[config.mk]
export PLATFORM = sky130hd
export DESIGN_NAME = ahb_apb_bridge_multi
export DESIGN_NICKNAME = d
export VERILOG_FILES = /design/src/rtl/ahb_apb_pkg.sv /design/src/rtl/ahb_apb_decoder.sv /design/src/rtl/ahb_apb_bridge_multi.sv
export SDC_FILE = /design/constraint.sdc
export NUM_CORES = 1
export LEC_CHECK = 0
export CAP_MARGIN = 30
export CORE_AREA = 2 2 123 125
export CTS_CLUSTER_DIAMETER = 60
export DETAILED_ROUTE_END_ITERATION = 16
export DIE_AREA = 0 0 125 127
export PLACE_DENSITY_LB_ADDON = 0.3
export SLEW_MARGIN = 20
export SYNTH_ARGS = -nofsm -noshare
export SYNTH_HDL_FRONTEND = slang
export SYNTH_SLANG_ARGS = --single-unit
[constraint.sdc]
create_clock -name h_clk -period 1.7 [get_ports h_clk]
set_input_delay 0.17 -clock h_clk [delete_from_list [all_inputs] [get_ports h_clk]]
set_output_delay 0.17 -clock h_clk [all_outputs]
set_load 0.01 [all_outputs]
[src/rtl/ahb_apb_pkg.sv]
// ----------------------------------------------------------------------------
// ahb_apb_pkg
//   Shared types and constants for the AHB-Lite to multi-peripheral APB
//   bridge: AHB transfer-type encoding, bridge FSM states, response codes and
//   a helper that gives the largest legal h_size for a data-bus width.
// ----------------------------------------------------------------------------
package ahb_apb_pkg;

    typedef enum logic [1:0] {
        HT_IDLE   = 2'd0,
        HT_BUSY   = 2'd1,
        HT_NONSEQ = 2'd2,
        HT_SEQ    = 2'd3
    } htrans_t;

    typedef enum logic [2:0] {
        ST_IDLE,
        ST_SETUP,
        ST_ACCESS,
        ST_ERR1,
        ST_ERR2
    } bridge_state_t;

    localparam logic RESP_OKAY  = 1'b0;
    localparam logic RESP_ERROR = 1'b1;

    // Largest h_size encoding that fits the data bus (2 for 32-bit, 3 for 64-bit).
    function automatic logic [2:0] max_size(input int data_w);
        return 3'($clog2(data_w / 8));
    endfunction

endpackage

[src/rtl/ahb_apb_decoder.sv]
// ----------------------------------------------------------------------------
// ahb_apb_decoder
//   Maps an AHB address onto one of NUM_SLV fixed-size APB regions.
//   The region slot is addr[ADDR_W-1:REGION_BITS]; peripheral i owns slot
//   BASE_SLOT+i. A transfer is valid only if its slot falls inside the
//   peripheral window and its size fits the data bus.
// Ports
//   addr   in   ADDR_W   AHB address (address phase)
//   size   in   3        AHB transfer size
//   sel    out  NUM_SLV  one-hot peripheral select (all zero when invalid)
//   valid  out  1        address and size are legal
// ----------------------------------------------------------------------------
module ahb_apb_decoder
    import ahb_apb_pkg::*;
#(
    parameter int ADDR_W      = 32,
    parameter int DATA_W      = 32,
    parameter int NUM_SLV     = 4,
    parameter int REGION_BITS = 6,
    parameter int BASE_SLOT   = 0
) (
    input  logic [ADDR_W-1:0]  addr,
    input  logic [2:0]         size,
    output logic [NUM_SLV-1:0] sel,
    output logic               valid
);

    localparam int         SLOT_W   = ADDR_W - REGION_BITS;
    localparam logic [2:0] MAX_SIZE = max_size(DATA_W);

    logic [SLOT_W-1:0] slot;
    logic [SLOT_W:0]   idx_ext;
    logic [SLOT_W-1:0] idx;
    logic              in_range;
    logic              unused_low;

    assign slot = addr[ADDR_W-1:REGION_BITS];

    // One extra bit catches slots below BASE_SLOT as a borrow instead of a wrap.
    assign idx_ext  = {1'b0, slot} - (SLOT_W + 1)'(BASE_SLOT);
    assign idx      = idx_ext[SLOT_W-1:0];
    assign in_range = !idx_ext[SLOT_W] && (idx < SLOT_W'(NUM_SLV));
    assign valid    = in_range && (size <= MAX_SIZE);

    always_comb begin
        sel = '0;
        for (int i = 0; i < NUM_SLV; i++) begin
            sel[i] = valid && (idx == SLOT_W'(i));
        end
    end

    // Offset bits inside a region do not take part in decoding.
    assign unused_low = ^addr[REGION_BITS-1:0];

endmodule

[src/rtl/ahb_apb_bridge_multi.sv]
// ----------------------------------------------------------------------------
// ahb_apb_bridge_multi
//   AHB-Lite slave to APB master bridge fanning out to NUM_SLV peripherals.
//   Each accepted AHB address phase is registered and replayed as an APB
//   SETUP/ACCESS sequence on the decoded peripheral; read data, wait states
//   and the two-cycle ERROR response are returned on the AHB side.
//   Illegal addresses or sizes are answered with ERROR and no APB cycle.
//
// Optional feature
//   APB_TIMEOUT_EN : when defined, an ACCESS phase that sees TIMEOUT_CYC
//                    not-ready cycles is abandoned and answered with ERROR.
//                    When undefined ACCESS waits indefinitely.
//
// Ports
//   h_clk, h_resetn      clock, asynchronous active-low reset
//   h_addr, h_trans,     AHB address phase (h_wstrb sampled with the address)
//   h_size, h_write,
//   h_wstrb
//   h_wdata              AHB write data (data phase), passed straight to p_wdata
//   h_rdata, h_ready,    AHB response
//   h_resp
//   p_addr, p_sel,       APB request (registered)
//   p_enable, p_write,
//   p_strb
//   p_wdata              APB write data (= h_wdata)
//   p_rdata, p_ready,    per-peripheral APB responses, peripheral i at
//   p_slverr             p_rdata[i*DATA_W +: DATA_W] / bit i
// ----------------------------------------------------------------------------
module ahb_apb_bridge_multi
    import ahb_apb_pkg::*;
#(
    parameter int ADDR_W      = 32,
    parameter int DATA_W      = 32,
    parameter int NUM_SLV     = 4,
    parameter int REGION_BITS = 6,
    parameter int BASE_SLOT   = 0,
    parameter int TIMEOUT_CYC = 16
) (
    input  logic                      h_clk,
    input  logic                      h_resetn,
    input  logic [ADDR_W-1:0]         h_addr,
    input  logic [1:0]                h_trans,
    input  logic [2:0]                h_size,
    input  logic                      h_write,
    input  logic [DATA_W-1:0]         h_wdata,
    input  logic [DATA_W/8-1:0]       h_wstrb,
    output logic [DATA_W-1:0]         h_rdata,
    output logic                      h_ready,
    output logic                      h_resp,
    output logic [ADDR_W-1:0]         p_addr,
    output logic [NUM_SLV-1:0]        p_sel,
    output logic                      p_enable,
    output logic                      p_write,
    output logic [DATA_W-1:0]         p_wdata,
    output logic [DATA_W/8-1:0]       p_strb,
    input  logic [NUM_SLV*DATA_W-1:0] p_rdata,
    input  logic [NUM_SLV-1:0]        p_ready,
    input  logic [NUM_SLV-1:0]        p_slverr
);

    if (NUM_SLV < 1 || NUM_SLV > 16 || (DATA_W != 32 && DATA_W != 64) ||
        TIMEOUT_CYC < 1) begin : g_bad_param
        $error("ahb_apb_bridge_multi: unsupported parameter set");
    end

    bridge_state_t       state;
    logic                sample;
    logic                dec_valid;
    logic [NUM_SLV-1:0]  dec_sel;
    logic                sel_rdy;
    logic                sel_err;
    logic                done;
    logic                timeout_hit;
    logic [DATA_W-1:0]   sel_rdata;

    ahb_apb_decoder #(
        .ADDR_W      (ADDR_W),
        .DATA_W      (DATA_W),
        .NUM_SLV     (NUM_SLV),
        .REGION_BITS (REGION_BITS),
        .BASE_SLOT   (BASE_SLOT)
    ) u_decoder (
        .addr  (h_addr),
        .size  (h_size),
        .sel   (dec_sel),
        .valid (dec_valid)
    );

    // Only the selected peripheral's handshake matters; p_sel is zero outside
    // SETUP/ACCESS so these collapse to 0 there.
    assign sel_rdy = |(p_ready & p_sel);
    assign sel_err = |(p_slverr & p_sel);

    always_comb begin
        sel_rdata = '0;
        for (int i = 0; i < NUM_SLV; i++) begin
            sel_rdata = sel_rdata | (p_rdata[i*DATA_W +: DATA_W] & {DATA_W{p_sel[i]}});
        end
    end

    assign done   = (state == ST_ACCESS) && sel_rdy && !sel_err;
    assign sample = h_ready && ((h_trans == HT_NONSEQ) || (h_trans == HT_SEQ));

    // AHB response is derived from the registered state plus the live APB
    // handshake, so a ready peripheral completes in the same cycle.
    always_comb begin
        case (state)
            ST_IDLE:   h_ready = 1'b1;
            ST_SETUP:  h_ready = 1'b0;
            ST_ACCESS: h_ready = done;
            ST_ERR1:   h_ready = 1'b0;
            ST_ERR2:   h_ready = 1'b1;
            default:   h_ready = 1'b1;
        endcase
    end

    assign h_resp  = ((state == ST_ERR1) || (state == ST_ERR2)) ? RESP_ERROR : RESP_OKAY;
    assign h_rdata = (done && !p_write) ? sel_rdata : '0;
    assign p_wdata = h_wdata;

`ifdef APB_TIMEOUT_EN
    localparam int TO_W = $clog2(TIMEOUT_CYC + 1);

    logic [TO_W-1:0] to_cnt;

    always_ff @(posedge h_clk or negedge h_resetn) begin
        if (!h_resetn) begin
            to_cnt <= '0;
        end else if (state == ST_SETUP) begin
            to_cnt <= '0;
        end else if ((state == ST_ACCESS) && !sel_rdy) begin
            to_cnt <= to_cnt + TO_W'(1);
        end
    end

    // Fires on the ACCESS cycle that would bring the count to TIMEOUT_CYC.
    assign timeout_hit = (state == ST_ACCESS) && !sel_rdy &&
                         (to_cnt == TO_W'(TIMEOUT_CYC - 1));
`else
    assign timeout_hit = 1'b0;
`endif

    always_ff @(posedge h_clk or negedge h_resetn) begin
        if (!h_resetn) begin
            state    <= ST_IDLE;
            p_sel    <= '0;
            p_enable <= 1'b0;
            p_addr   <= '0;
            p_strb   <= '0;
            p_write  <= 1'b0;
        end else begin
            case (state)
                ST_SETUP: begin
                    state    <= ST_ACCESS;
                    p_enable <= 1'b1;
                end
                ST_ACCESS: begin
                    if ((sel_rdy && sel_err) || timeout_hit) begin
                        state    <= ST_ERR1;
                        p_sel    <= '0;
                        p_enable <= 1'b0;
                    end else if (sel_rdy) begin
                        state    <= ST_IDLE;
                        p_sel    <= '0;
                        p_enable <= 1'b0;
                    end
                end
                ST_ERR1: state <= ST_ERR2;
                default: state <= ST_IDLE;
            endcase

            // A new address can only be sampled while h_ready is high (IDLE,
            // ERR2, ACCESS completion); it overrides the default move above so
            // back-to-back transfers go straight to SETUP without an IDLE gap.
            if (sample) begin
                if (dec_valid) begin
                    state    <= ST_SETUP;
                    p_sel    <= dec_sel;
                    p_enable <= 1'b0;
                    p_addr   <= h_addr;
                    p_write  <= h_write;
                    p_strb   <= h_write ? h_wstrb : '0;
                end else begin
                    state    <= ST_ERR1;
                    p_sel    <= '0;
                    p_enable <= 1'b0;
                end
            end
        end
    end

endmodule

==> results.tsv <==
stage	metric	value	unit
timing	clock_skew	4.49	ps
yosys	synth_area_leaders	dfrtp_1, a22oi_1, buf_4	
yosys	netlist.area_leader.share	40.3	%
timing	worst_pin_slew	532	ps
power	intPower	2430	µW
power	vdd_drop_max	0.534	mV
placement	hpwl	11.7	mm
timing	slew_headroom	64.5	%
power	p_switching	860	µW
timing	drv_slew	0	
route	postRouteAntennaNets	0	
clocking	clock-sinks	45	
final_layout	drive_gt1_share	31.7	%
hold_path	min_path_cells	0	
yosys	post-synth-top-count-cell	a22oi_1	
floorplan	core_area	14400	µm²
route	drtIter0Drc	119	
power	powerDensity	506	nW/µm²
worst_setup_path	worstPathArrival	1990	ps
yosys	synth_edf_count	0	
yosys	yosysSeqAreaShare	40.3	%
route	dr.pass1.iters	4	
placement	gp_congestion	0.924	
clocking	clockRootBuffer	clkbuf_16	
final_layout	syn_to_final_growth	133	%
global_routing	grt-ovfl-total	0	
floorplan	io_pins	320	
worst_setup_path	reg2reg_to	p_addr[2]	
global_routing	grt_start_max_net_pins	35	
placement	place_area	5800	µm²
clocking	cts_max_path_buffers	2	
clocking	worst_skew_pair.late_latency	280	ps
worst_setup_path	worstPathRequired	1530	ps
yosys	syn_area	2800	µm²
timing	hold_viol	0	
worst_setup_path	r2r_cells	7	
yosys	synth_top_cell_by_area	dfrtp_1	
power	clkPwrFrac	30.1	%
yosys	ys_ff_latch	45	
route	drt-total-wl	15.0	mm
route	viasPerCell	4.62	
placement	place_inst	703	
timing	setup_ws	-455	ps
timing	timing.fmax	464	MHz
final_layout	antennaDiodeCount	0	
route	vias	3385	
job	maxCapViolations	0	
yosys	synth_nets	508	
floorplan	die_x	125	µm
timing	grt_setup_unrepaired	true	
global_routing	grt_pass1_wl	22.3	mm
clocking	cts_tree	yes	
global_routing	grt_pass1_vias	3780	
clocking	cts_max_level	2	
yosys	syn_area_per_cell	9.45	µm²
yosys	async_reset_ff_share	100	%
power	sequentialPowerShare	34.3	%
route	wl_per_cell	20.4	µm
placement	io_buffers	254	
floorplan	initial_core_util	19.4	%
floorplan	die-area	15900	µm²
worst_setup_path	worstPathMaxFanout	8	
worst_setup_path	r2r_start	state[2]	
clocking	clk_pin_slew	60	ps
floorplan	num_rows	44	
yosys	yosysWarnings	0	
hold_path	min_to	p_wdata[3]	
timing	finalCriticalPeriod	2160	ps
hold_path	hold_path_class	in2out	
final_layout	final_cells	733	
floorplan	die_h	127	µm
final_layout	fin_area	6520	µm²
hold_path	min_from	h_wdata[3]	
yosys	ys_types	34	
power	total_power	3300	µW
timing	setup_viol	66	
clocking	cts_buffers	5	
final_layout	fin_nets	760	
timing	period_share	127	%
yosys	synth_common_cells	a22oi_1, dfrtp_1, a21oi_1	
power	p_leak	0.00252	µW
global_routing	antenna_found_initial	2	
global_routing	track_usage	18.0	%
worst_setup_path	end_kind	primary output	
yosys	synth_ff_type	dfrtp_1	
power	switching_share	26.1	%
worst_setup_path	crit_type	reg2out	
outcome	violations	setup timing	
worst_setup_path	start_kind	flip-flop	
yosys	synthCells	296	
power	pwr-share-comb	35.6	%
outcome	outcome	finished, violations left	
worst_setup_path	reg2reg_slack	-80	ps
route	drc	0	
==> area by class of cell <==
| class | instances | area, µm² |
|---|---|---|
| repair buffers | 299 | 3120 |
| well taps | 184 | 230 |
| fillers | 1352 | 7910 |
| multi-input cells | 197 | 1890 |
| clock inverters | 2 | 13.8 |
| flip-flops and latches | 45 | 1130 |
| clock buffers | 6 | 139 |
==> stage by stage <==
stage	setup WS [ps]	setup TNS, ps	hold WS, ps	util (%)
2_1_floorplan	-126	-2580	-126	-
3_3_place_gp	-657	-31080	158	40.2
3_5_place_dp	-693	-33020	176	40.2
4_1_cts	-522	-17650	340	44.0
5_1_grt	-538	-20920	340	45.2
6_report	-455	-15030	340	45.2
==> registers in the layout, indices dropped and copies added (netlist names) <==
signal    flops
p_addr       32
p_sel         4
p_strb        4
state         3
p_enable      1
p_write       1
==> placed cells by master, fill, tap and decap left out, types with 2 or more instances in the layout <==
cell type / Yosys / final
mux2_4: 1 / 9
and2_1: 26 / 2
nor4_2: 1 / 2
nor2b_1: 2 / 2
a22oi_1: 66 / 63
nand2b_1: 2 / 2
dlygate4sd2_1: 0 / 3
nor4_1: 6 / 4
a21oi_4: 0 / 30
nor3_4: 0 / 2
nand2_1: 9 / 7
dfrtp_1: 45 / 43
clkdlybuf4s15_2: 0 / 6
nand3_1: 4 / 4
o21ai_2: 1 / 4
clkbuf_2: 2 / 2
dfrtp_2: 0 / 2
and2_4: 0 / 24
nor2_1: 8 / 8
clkdlybuf4s50_1: 0 / 213
buf_6: 1 / 29
dlymetal6s2s_1: 0 / 3
buf_4: 32 / 21
and3_1: 4 / 4
buf_16: 0 / 3
nand2_8: 0 / 3
buf_12: 0 / 9
a21oi_1: 35 / 4
clkbuf_16: 0 / 5
a22o_1: 7 / 7
buf_2: 7 / 6
a22oi_2: 0 / 3
==> power by group through the flow <==
| stage | Sequential (µW) | Clock, µW | Combinational (µW) |
|---|---|---|---|
| 5_1_grt | 1140 | 1060 | 1260 |
| 6_report | 1130 | 990 | 1170 |
| 4_1_cts | 1130 | 1010 | 1170 |
| 3_3_place_gp | 1150 | 0 | 937 |
| 3_5_place_dp | 1150 | 0 | 954 |
| 2_1_floorplan | 1170 | 0 | 318 |
==> timing repair <==
| action | CTS | global route |
|---|---|---|
| pin swaps | 4 | 42 |
| setup endpoints to repair | 78 | 77 |
| hold buffers | 1 | 0 |
| gates cloned | 5 | 0 |
| setup buffers | 16 | 2 |
| hold endpoints to repair | 20 | 0 |
| resized for setup | 181 | 50 |
==> kinds of logic (layout without fill, tap and decap cells) <==
| kind of cell | Yosys count | after routing | synth area share (%) |
|---|---|---|---|
| compound gates | 118 | 118 | 28.9 |
| buf+inv | 55 | 307 | 12.3 |
| mux | 9 | 9 | 3.76 |
| flops | 45 | 45 | 40.3 |
| simple gates | 69 | 70 | 14.8 |
==> worst max-delay path: stages (launching register included) <==
cell     delay [ps]
dfrtp_1         400
nor3b_2         240
o21ai_2         100
or3_4           410
buf_12          180
buf_8           140
a21oi_4         120
buf_6           110
==> routing by layer <==
layer  up-vias  wire length, µm  global-route usage (%)
li1       1574                -                       -
met1      1595             5450                    19.0
met2       203             7770                    33.9
met3        11             1600                    7.87
met4         2              123                    2.75
met5         -               17                       0
==> worst max-delay path by stage <==
| stage | start | end | slack, ps | cells after the start |
|---|---|---|---|---|
| after global routing | p_sel[0] | h_rdata[25] | -540 | 7 |
| after global placement | p_slverr[2] | h_rdata[25] | -660 | 7 |
| after floorplan | p_sel[2] | p_write | -130 | 7 |
| after CTS | p_sel[0] | h_rdata[28] | -520 | 7 |
| after detailed placement | p_slverr[2] | h_rdata[23] | -690 | 7 |
| final | state[2] | h_rdata[29] | -460 | 7 |
(Power assumes the default switching activity.)
